## src/rtl/restoring_divider_pkg.sv

```systemverilog
`default_nettype none
// ============================================================================
//  Module   : restoring_divider_pkg
//  Purpose  : Shared definitions for the restoring divider slice.
//             - c_default_width : default operand width
//             - state_t         : controller state encoding
//             - count_width()   : step-counter width for a given operand width
//  Revision : 1.0 - initial release
// ============================================================================
package restoring_divider_pkg;

    localparam int unsigned c_default_width = 4;
    localparam int unsigned c_state_w       = 2;

    typedef enum logic [c_state_w-1:0] {
        ST_IDLE = 2'd0,
        ST_RUN  = 2'd1,
        ST_DONE = 2'd2
    } state_t;

    // The counter must be able to hold WIDTH itself (one past the last step).
    function automatic int unsigned count_width(input int unsigned width);
        return $clog2(width + 1);
    endfunction

endpackage
`default_nettype wire

```

## src/rtl/restoring_divider_if.sv

```systemverilog
`default_nettype none
// ============================================================================
//  Module   : restoring_divider_if
//  Purpose  : Request/result bundle between the ALU-lab controller and the
//             restoring divider.
//  Signals  : start, dividend, divisor          (controller -> divider)
//             busy, done, quotient, remainder,
//             div_by_zero                       (divider -> controller)
//  Modports : master = controller side, slave = divider side
//  Revision : 1.0 - initial release
// ============================================================================
interface restoring_divider_if
    import restoring_divider_pkg::*;
#(
    parameter int unsigned WIDTH = c_default_width
);
    logic             start;
    logic [WIDTH-1:0] dividend;
    logic [WIDTH-1:0] divisor;
    logic             busy;
    logic             done;
    logic [WIDTH-1:0] quotient;
    logic [WIDTH-1:0] remainder;
    logic             div_by_zero;

    modport master (
        output start, dividend, divisor,
        input  busy, done, quotient, remainder, div_by_zero
    );

    modport slave (
        input  start, dividend, divisor,
        output busy, done, quotient, remainder, div_by_zero
    );
endinterface
`default_nettype wire

```

## src/rtl/restoring_divider_lshift_reg.sv

```systemverilog
`default_nettype none
// ============================================================================
//  Module   : lshift_reg
//  Purpose  : (2*WIDTH+1)-bit left shift register holding the partial
//             remainder A (upper WIDTH+1 bits) and quotient Q (lower WIDTH
//             bits). Parallel load, serial-in LSB, and a separate A write
//             that lands together with a shift.
//  Ports    : clk, rst      clock / synchronous active-high reset
//             i_load        parallel load of the whole register (priority)
//             i_load_val    parallel load value
//             i_shift       shift left one bit, i_serial enters the LSB
//             i_serial      serial input (new quotient bit)
//             i_a_load      write i_a_val into the A field
//             i_a_val       new A value (WIDTH+1 bits)
//             o_data        register contents {A, Q}
//  Revision : 1.0 - initial release
// ============================================================================
module lshift_reg
    import restoring_divider_pkg::*;
#(
    parameter int unsigned WIDTH = c_default_width
) (
    input  logic               clk,
    input  logic               rst,
    input  logic               i_load,
    input  logic [2*WIDTH:0]   i_load_val,
    input  logic               i_shift,
    input  logic               i_serial,
    input  logic               i_a_load,
    input  logic [WIDTH:0]     i_a_val,
    output logic [2*WIDTH:0]   o_data
);

    logic [2*WIDTH:0] r_data;

    always_ff @(posedge clk) begin
        if (rst) begin
            r_data <= '0;
        end else if (i_load) begin
            r_data <= i_load_val;
        end else if (i_shift) begin
            // With i_a_load the A field takes the externally computed value
            // (the shifted-and-possibly-subtracted remainder) in the same edge.
            if (i_a_load) begin
                r_data <= {i_a_val, r_data[WIDTH-2:0], i_serial};
            end else begin
                r_data <= {r_data[2*WIDTH-1:0], i_serial};
            end
        end else if (i_a_load) begin
            r_data[2*WIDTH:WIDTH] <= i_a_val;
        end
    end

    assign o_data = r_data;

endmodule
`default_nettype wire

```

## src/rtl/restoring_divider.sv

```systemverilog
`default_nettype none
// ============================================================================
//  Module   : restoring_divider
//  Purpose  : Sequential unsigned restoring divider. {A,Q} shifts left one
//             bit per step, the divisor is trial-subtracted from A; a negative
//             result restores A and shifts in 0, otherwise A keeps the
//             difference and 1 is shifted in. WIDTH steps per division.
//  Ports    : clk   rising-edge clock
//             rst   synchronous active-high reset
//             bus   restoring_divider_if.slave (start/dividend/divisor in;
//                   busy/done/quotient/remainder/div_by_zero out, all
//                   registered)
//  Revision : 1.0 - initial release
// ============================================================================
module restoring_divider
    import restoring_divider_pkg::*;
#(
    parameter int unsigned WIDTH = c_default_width
) (
    input  logic                 clk,
    input  logic                 rst,
    restoring_divider_if.slave   bus
);

    localparam int unsigned     c_cnt_w = count_width(WIDTH);
    localparam logic [c_cnt_w-1:0] c_last = c_cnt_w'(WIDTH - 1);

    state_t               r_state;
    state_t               w_next_state;
    logic [c_cnt_w-1:0]   r_count;
    logic [WIDTH-1:0]     r_m;
    logic [2*WIDTH:0]     w_aq;

    logic                 r_busy;
    logic                 r_done;
    logic [WIDTH-1:0]     r_quot;
    logic [WIDTH-1:0]     r_rem;
    logic                 r_dbz;

    logic                 w_accept;
    logic                 w_zero;
    logic                 w_load;
    logic                 w_step;
    logic [WIDTH+1:0]     w_shift_a;
    logic [WIDTH+1:0]     w_trial;
    logic                 w_neg;
    logic [WIDTH:0]       w_a_new;

    // ------------------------------------------------------------------
    // Datapath: trial subtract on the shifted partial remainder.
    // The extra top bit keeps the subtraction exact; A never exceeds the
    // divisor between steps, so the result equals WIDTH+1 bit arithmetic.
    // ------------------------------------------------------------------
    assign w_shift_a = w_aq[2*WIDTH:WIDTH-1];
    assign w_trial   = w_shift_a - {2'b00, r_m};
    assign w_neg     = w_trial[WIDTH+1];
    assign w_a_new   = w_neg ? w_shift_a[WIDTH:0] : w_trial[WIDTH:0];

    assign w_zero    = (bus.divisor == '0);
    assign w_load    = w_accept && !w_zero;
    assign w_step    = (r_state == ST_RUN);

    lshift_reg #(
        .WIDTH      (WIDTH)
    ) u_aq (
        .clk        (clk),
        .rst        (rst),
        .i_load     (w_load),
        .i_load_val ({{(WIDTH+1){1'b0}}, bus.dividend}),
        .i_shift    (w_step),
        .i_serial   (~w_neg),
        .i_a_load   (w_step),
        .i_a_val    (w_a_new),
        .o_data     (w_aq)
    );

    // ------------------------------------------------------------------
    // Controller: next-state logic
    // ------------------------------------------------------------------
    always_comb begin
        w_next_state = r_state;
        w_accept     = 1'b0;
        case (r_state)
            ST_IDLE: begin
                if (bus.start) begin
                    w_accept     = 1'b1;
                    w_next_state = w_zero ? ST_DONE : ST_RUN;
                end
            end
            ST_RUN: begin
                if (r_count == c_last) begin
                    w_next_state = ST_DONE;
                end
            end
            ST_DONE: begin
                w_next_state = ST_IDLE;
            end
            default: begin
                w_next_state = ST_IDLE;
            end
        endcase
    end

    // ------------------------------------------------------------------
    // Controller: state, counter and registered outputs
    // ------------------------------------------------------------------
    always_ff @(posedge clk) begin
        if (rst) begin
            r_state <= ST_IDLE;
            r_count <= '0;
            r_m     <= '0;
            r_busy  <= 1'b0;
            r_done  <= 1'b0;
            r_quot  <= '0;
            r_rem   <= '0;
            r_dbz   <= 1'b0;
        end else begin
            r_state <= w_next_state;
            // Outputs track the state being entered so they are registered
            // yet aligned with it.
            r_busy  <= (w_next_state != ST_IDLE);
            r_done  <= (w_next_state == ST_DONE);

            if (w_accept) begin
                if (w_zero) begin
                    r_quot <= '1;
                    r_rem  <= bus.dividend;
                    r_dbz  <= 1'b1;
                end else begin
                    r_m     <= bus.divisor;
                    r_count <= '0;
                    r_dbz   <= 1'b0;
                end
            end else if (w_step) begin
                r_count <= r_count + c_cnt_w'(1);
                // Final step: capture the values being written into {A,Q}.
                if (r_count == c_last) begin
                    r_quot <= {w_aq[WIDTH-2:0], ~w_neg};
                    r_rem  <= w_a_new[WIDTH-1:0];
                end
            end
        end
    end

    assign bus.busy        = r_busy;
    assign bus.done        = r_done;
    assign bus.quotient    = r_quot;
    assign bus.remainder   = r_rem;
    assign bus.div_by_zero = r_dbz;

endmodule
`default_nettype wire

```

## src/flat_wrapper.sv

```systemverilog
// flat-port wrapper written by rule: the top's interface ports become plain ports
module restoring_divider_flat import restoring_divider_pkg::*;
#(
    parameter int unsigned WIDTH = c_default_width
)
  (clk, rst, bus_start, bus_dividend, bus_divisor, bus_busy, bus_done, bus_quotient, bus_remainder, bus_div_by_zero);
  restoring_divider_if #(.WIDTH(WIDTH)) bus_i ();
  input  logic clk;
  input  logic rst;
  input wire logic [$bits(bus_i.start)-1:0] bus_start;
  input wire logic [$bits(bus_i.dividend)-1:0] bus_dividend;
  input wire logic [$bits(bus_i.divisor)-1:0] bus_divisor;
  output wire logic [$bits(bus_i.busy)-1:0] bus_busy;
  output wire logic [$bits(bus_i.done)-1:0] bus_done;
  output wire logic [$bits(bus_i.quotient)-1:0] bus_quotient;
  output wire logic [$bits(bus_i.remainder)-1:0] bus_remainder;
  output wire logic [$bits(bus_i.div_by_zero)-1:0] bus_div_by_zero;
  assign bus_i.start = bus_start;
  assign bus_i.dividend = bus_dividend;
  assign bus_i.divisor = bus_divisor;
  assign bus_busy = bus_i.busy;
  assign bus_done = bus_i.done;
  assign bus_quotient = bus_i.quotient;
  assign bus_remainder = bus_i.remainder;
  assign bus_div_by_zero = bus_i.div_by_zero;
  restoring_divider #(.WIDTH(WIDTH)) u_core (.clk(clk), .rst(rst), .bus(bus_i));
endmodule
```

## config.mk

```make
export PLATFORM = sky130hd
export DESIGN_NAME = restoring_divider_flat
export DESIGN_NICKNAME = d
export VERILOG_FILES = /design/src/rtl/restoring_divider_pkg.sv /design/src/rtl/restoring_divider_if.sv /design/src/rtl/restoring_divider_lshift_reg.sv /design/src/rtl/restoring_divider.sv /design/src/flat_wrapper.sv
export SDC_FILE = /design/constraint.sdc
export NUM_CORES = 1
export LEC_CHECK = 0
export ABC_AREA = 1
export BUFFER_PORTS_ARGS = -buffer_cell sky130_fd_sc_hd__buf_2
export CAP_MARGIN = 0
export CORE_UTILIZATION = 49
export CTS_CLUSTER_DIAMETER = 80
export DETAILED_ROUTE_END_ITERATION = 10
export GPL_ROUTABILITY_DRIVEN = 0
export PLACE_DENSITY = 0.7
export REMOVE_ABC_BUFFERS = 1
export SLEW_MARGIN = 20
export SYNTH_ARGS = -nofsm -noshare
export SYNTH_HDL_FRONTEND = slang
export SYNTH_SLANG_ARGS = --single-unit
```

## constraint.sdc

```tcl
create_clock -name clk -period 1.7 [get_ports clk]
set_input_delay 0.085 -clock clk [delete_from_list [all_inputs] [get_ports clk]]
set_output_delay 0.085 -clock clk [all_outputs]
set_load 0.02 [all_outputs]
```

==> impl_metrics.tcl <==
set metrics [dict create \
    status "complete, no violations" \
    crit_fanout 6 \
    final_net_count 243 \
    nFillCells 232 \
    die-area_mm2 0.00312 \
    htree_levels 2 \
    die_x_um 55.9 \
    yosys-top-cells-area "dfxtp_1 (41%), nand2_1 (10%), inv_1 (7.7%)" \
    register_area_um2 588 \
    power_density_mw_per_mm2 1120 \
    rsz0062_at_grt "yes" \
    drt_iter0_drc 54 \
    p_int_mw 1.33 \
    final_common_cell "nand2_1" \
    synth_top_area_cell "dfxtp_1" \
    cts-root-buf "clkbuf_4" \
    drc_errors 0 \
    dr_total_vias 1387 \
    fin_util_pct 65.2 \
    cts_buffer_depth 2 \
    critPathLaunchType "flop" \
    vdd.ir_drop.worst_v 0.000821 \
    fmax_ghz 0.601 \
    fin_skew_ns 0.00919 \
    synth_top_area_share_pct 40.8 \
    cp_cell_sequence "inv_2 -> ha_4 -> nand2_1 -> nand2_1 -> nand2_2 -> nand4_1 -> o211ai_1 -> nand3_1 -> a21oi_1" \
    numClockSinks 29 \
    cpMaxStageDelayCell "dfxtp_1" \
    post-dp-hpwl_um 2450 \
    finalSetupViolCount 0 \
    num_io_pins 22 \
    slew_headroom_pct 77.8 \
    synth_cell_types 27 \
    required_ns 1.97 \
    grt_pass1_wl_um 5450 \
    cts_made_buffers 5 \
    post-route-min-period_ns 1.66 \
    grt_usage_pct 22.9 \
    slowest_delay_ns 0.33 \
    cts_tree "built" \
    grt_pass1_vias 1286 \
    pwr-share-comb_pct 31.2 \
    syn_inst 191 \
    hold_viol_final 0 \
    start_util_pct 51.5 \
    first_pass_iters 4 \
    area_delta_synth_final_pct 26.4 \
    vias_per_cell 5.40 \
    arrival_ns 1.93 \
    rrSetupSlack_ns 0.04 \
    ys_seq_area_share_pct 40.8 \
    syn_area_mm2 0.00142 \
    crit_path_frequent_cell "nand2_1" \
    drv_slew 0 \
    power.share.sequential_pct 39.2 \
    clk_pin_slew_ns 0.09 \
    end_kind "flop" \
    final_cells 257 \
    core_area_mm2 0.00276 \
    grt_max_degree 14 \
    wl_per_cell_um 13.3 \
    cap_violations 0 \
    clock_power_share_pct 29.7 \
    antenna_left 0 \
    grt_antenna_before_repair 0 \
    rows 19 \
    placed_area_mm2 0.00160 \
    worst_pin_slew_ns 0.333 \
    ys_seq_elements 29 \
    n_antenna_cell 0 \
    p_sw_uw 677 \
    port_buffers 21 \
    hold_path_class "in2reg" \
    whs_ns 0.0146 \
    dpl.cell_count 246 \
    swShare_pct 33.7 \
    drive_gt1_share_pct 31.0 \
    p_leak_nw 0.874 \
    yosys_warnings 0 \
    synth_area_per_cell_um2 7.44 \
    worstSetupPathType "reg2reg" \
    drt-total-wl_um 3410 \
    multi_input_area_um2 779 \
    clkLatencyLatePin_ns 0.34 \
    final_cell_mix "nand2_1 (34), inv_1 (24), dfxtp_1 (23)" \
    finalInstanceArea_mm2 0.00180 \
    post-route-period-util_pct 97.9 \
    overflow 0 \
    die_y_um 55.9 \
]
-- timing repair --
item	in CTS	in global routing
buffers inserted	0	1
pin swaps	4	13
cloned	0	0
gates resized for setup	6	22
endpoints found under the setup margin	2	9
endpoints found under the hold margin	2	0
hold buffers	2	0
-- area by class of cell --
cell class,count,share of cell area [%]
repair buffers,31,10.3
flip-flops and latches,29,32.7
clock buffers,7,3.06
clock inverters,1,1.67
multi-input cells,126,43.4
inverters,32,6.69
well taps,31,2.16
-- Yosys cell counts --
master and count:
a21o_1 1, nand2_4 1, o221a_2 2, o211ai_1 2
clkbuf_1 3, ha_1 6, inv_1 29, nand2_1 39
a32o_1 1, o21ai_4 1, nor2_4 1, inv_2 2
xor2_1 1, nand3b_1 3, buf_6 1, nand4_1 2
a211oi_1 1, clkinv_1 1, o21ai_0 11, a21oi_1 13
a31oi_1 3, nand3_1 20, dfxtp_1 29, o22ai_1 1
nand3_2 1, nor2_1 15, fa_1 1
-- state kept, by name (all words and copies together), names as in the netlist --
| signal | flops |
|---|---|
| u_core.r_count | 3 |
| u_core.u_aq.o_data | 9 |
| u_core.bus.remainder | 4 |
| u_core.bus.done | 1 |
| u_core.r_m | 4 |
| u_core.bus.quotient | 4 |
| u_core.bus.div_by_zero | 1 |
| u_core.bus.busy | 1 |
| u_core.r_state | 2 |
-- kinds of logic (layout without fill, tap and decap cells) --
family | after synthesis | in the layout | synth area share (%)
compound gates | 36 | 36 | 15.8
xor+xnor | 1 | 1 | 0.616
flops | 29 | 29 | 40.8
fa+ha+maj | 7 | 7 | 6.69
buf+inv | 36 | 71 | 10.0
simple gates | 82 | 82 | 26.1
-- worst max-delay path: cells and delay by family, from the launching register on --
kind,cells,cell delay (ns)
simple gates,5,0.62
compound gates,2,0.37
flops,1,0.33
fa+ha+maj,1,0.22
buf+inv,1,0.05
-- power groups by stage --
| stage | clock network, mW | registers (mW) | logic, mW |
|---|---|---|---|
| after floorplan | 0 | 0.823 | 0.360 |
| after global placement | 0 | 0.792 | 0.539 |
| after detailed placement | 0 | 0.793 | 0.550 |
| after CTS | 0.595 | 0.779 | 0.569 |
| after global routing | 0.624 | 0.794 | 0.700 |
| final | 0.596 | 0.786 | 0.626 |
-- worst paths after layout --
kind                           from                      end  depth (start not counted)
setup reg to reg      u_core.r_m[2]  u_core.bus.remainder[2]                          9
hold reg to reg   u_core.r_count[0]        u_core.r_count[0]                          1
setup / recovery      u_core.r_m[2]  u_core.bus.remainder[2]                          9
hold / removal       bus_divisor[0]            u_core.r_m[0]                          2
-- layer usage --
layer / vias up / share of wire [%] / GRT usage (%)
li1: 694 / - / -
met1: 631 / 44 / 27.8
met2: 52 / 47 / 37.0
met3: 10 / 7.0 / 5.81
met4: 0 / 2.5 / 12.9
met5: - / 0 / 0
-- metrics by stage --
step,power [mW],TNS [ns],setup WS (ns)
floorplan,1.18,0,0.148
global placement,1.33,0,0.00897
detailed placement,1.34,-0.0482,-0.0482
CTS,1.94,0,0.000687
global route,2.12,-0.474,-0.0861
finish,2.01,0,0.0365
Power figures use the tool's default switching activity.
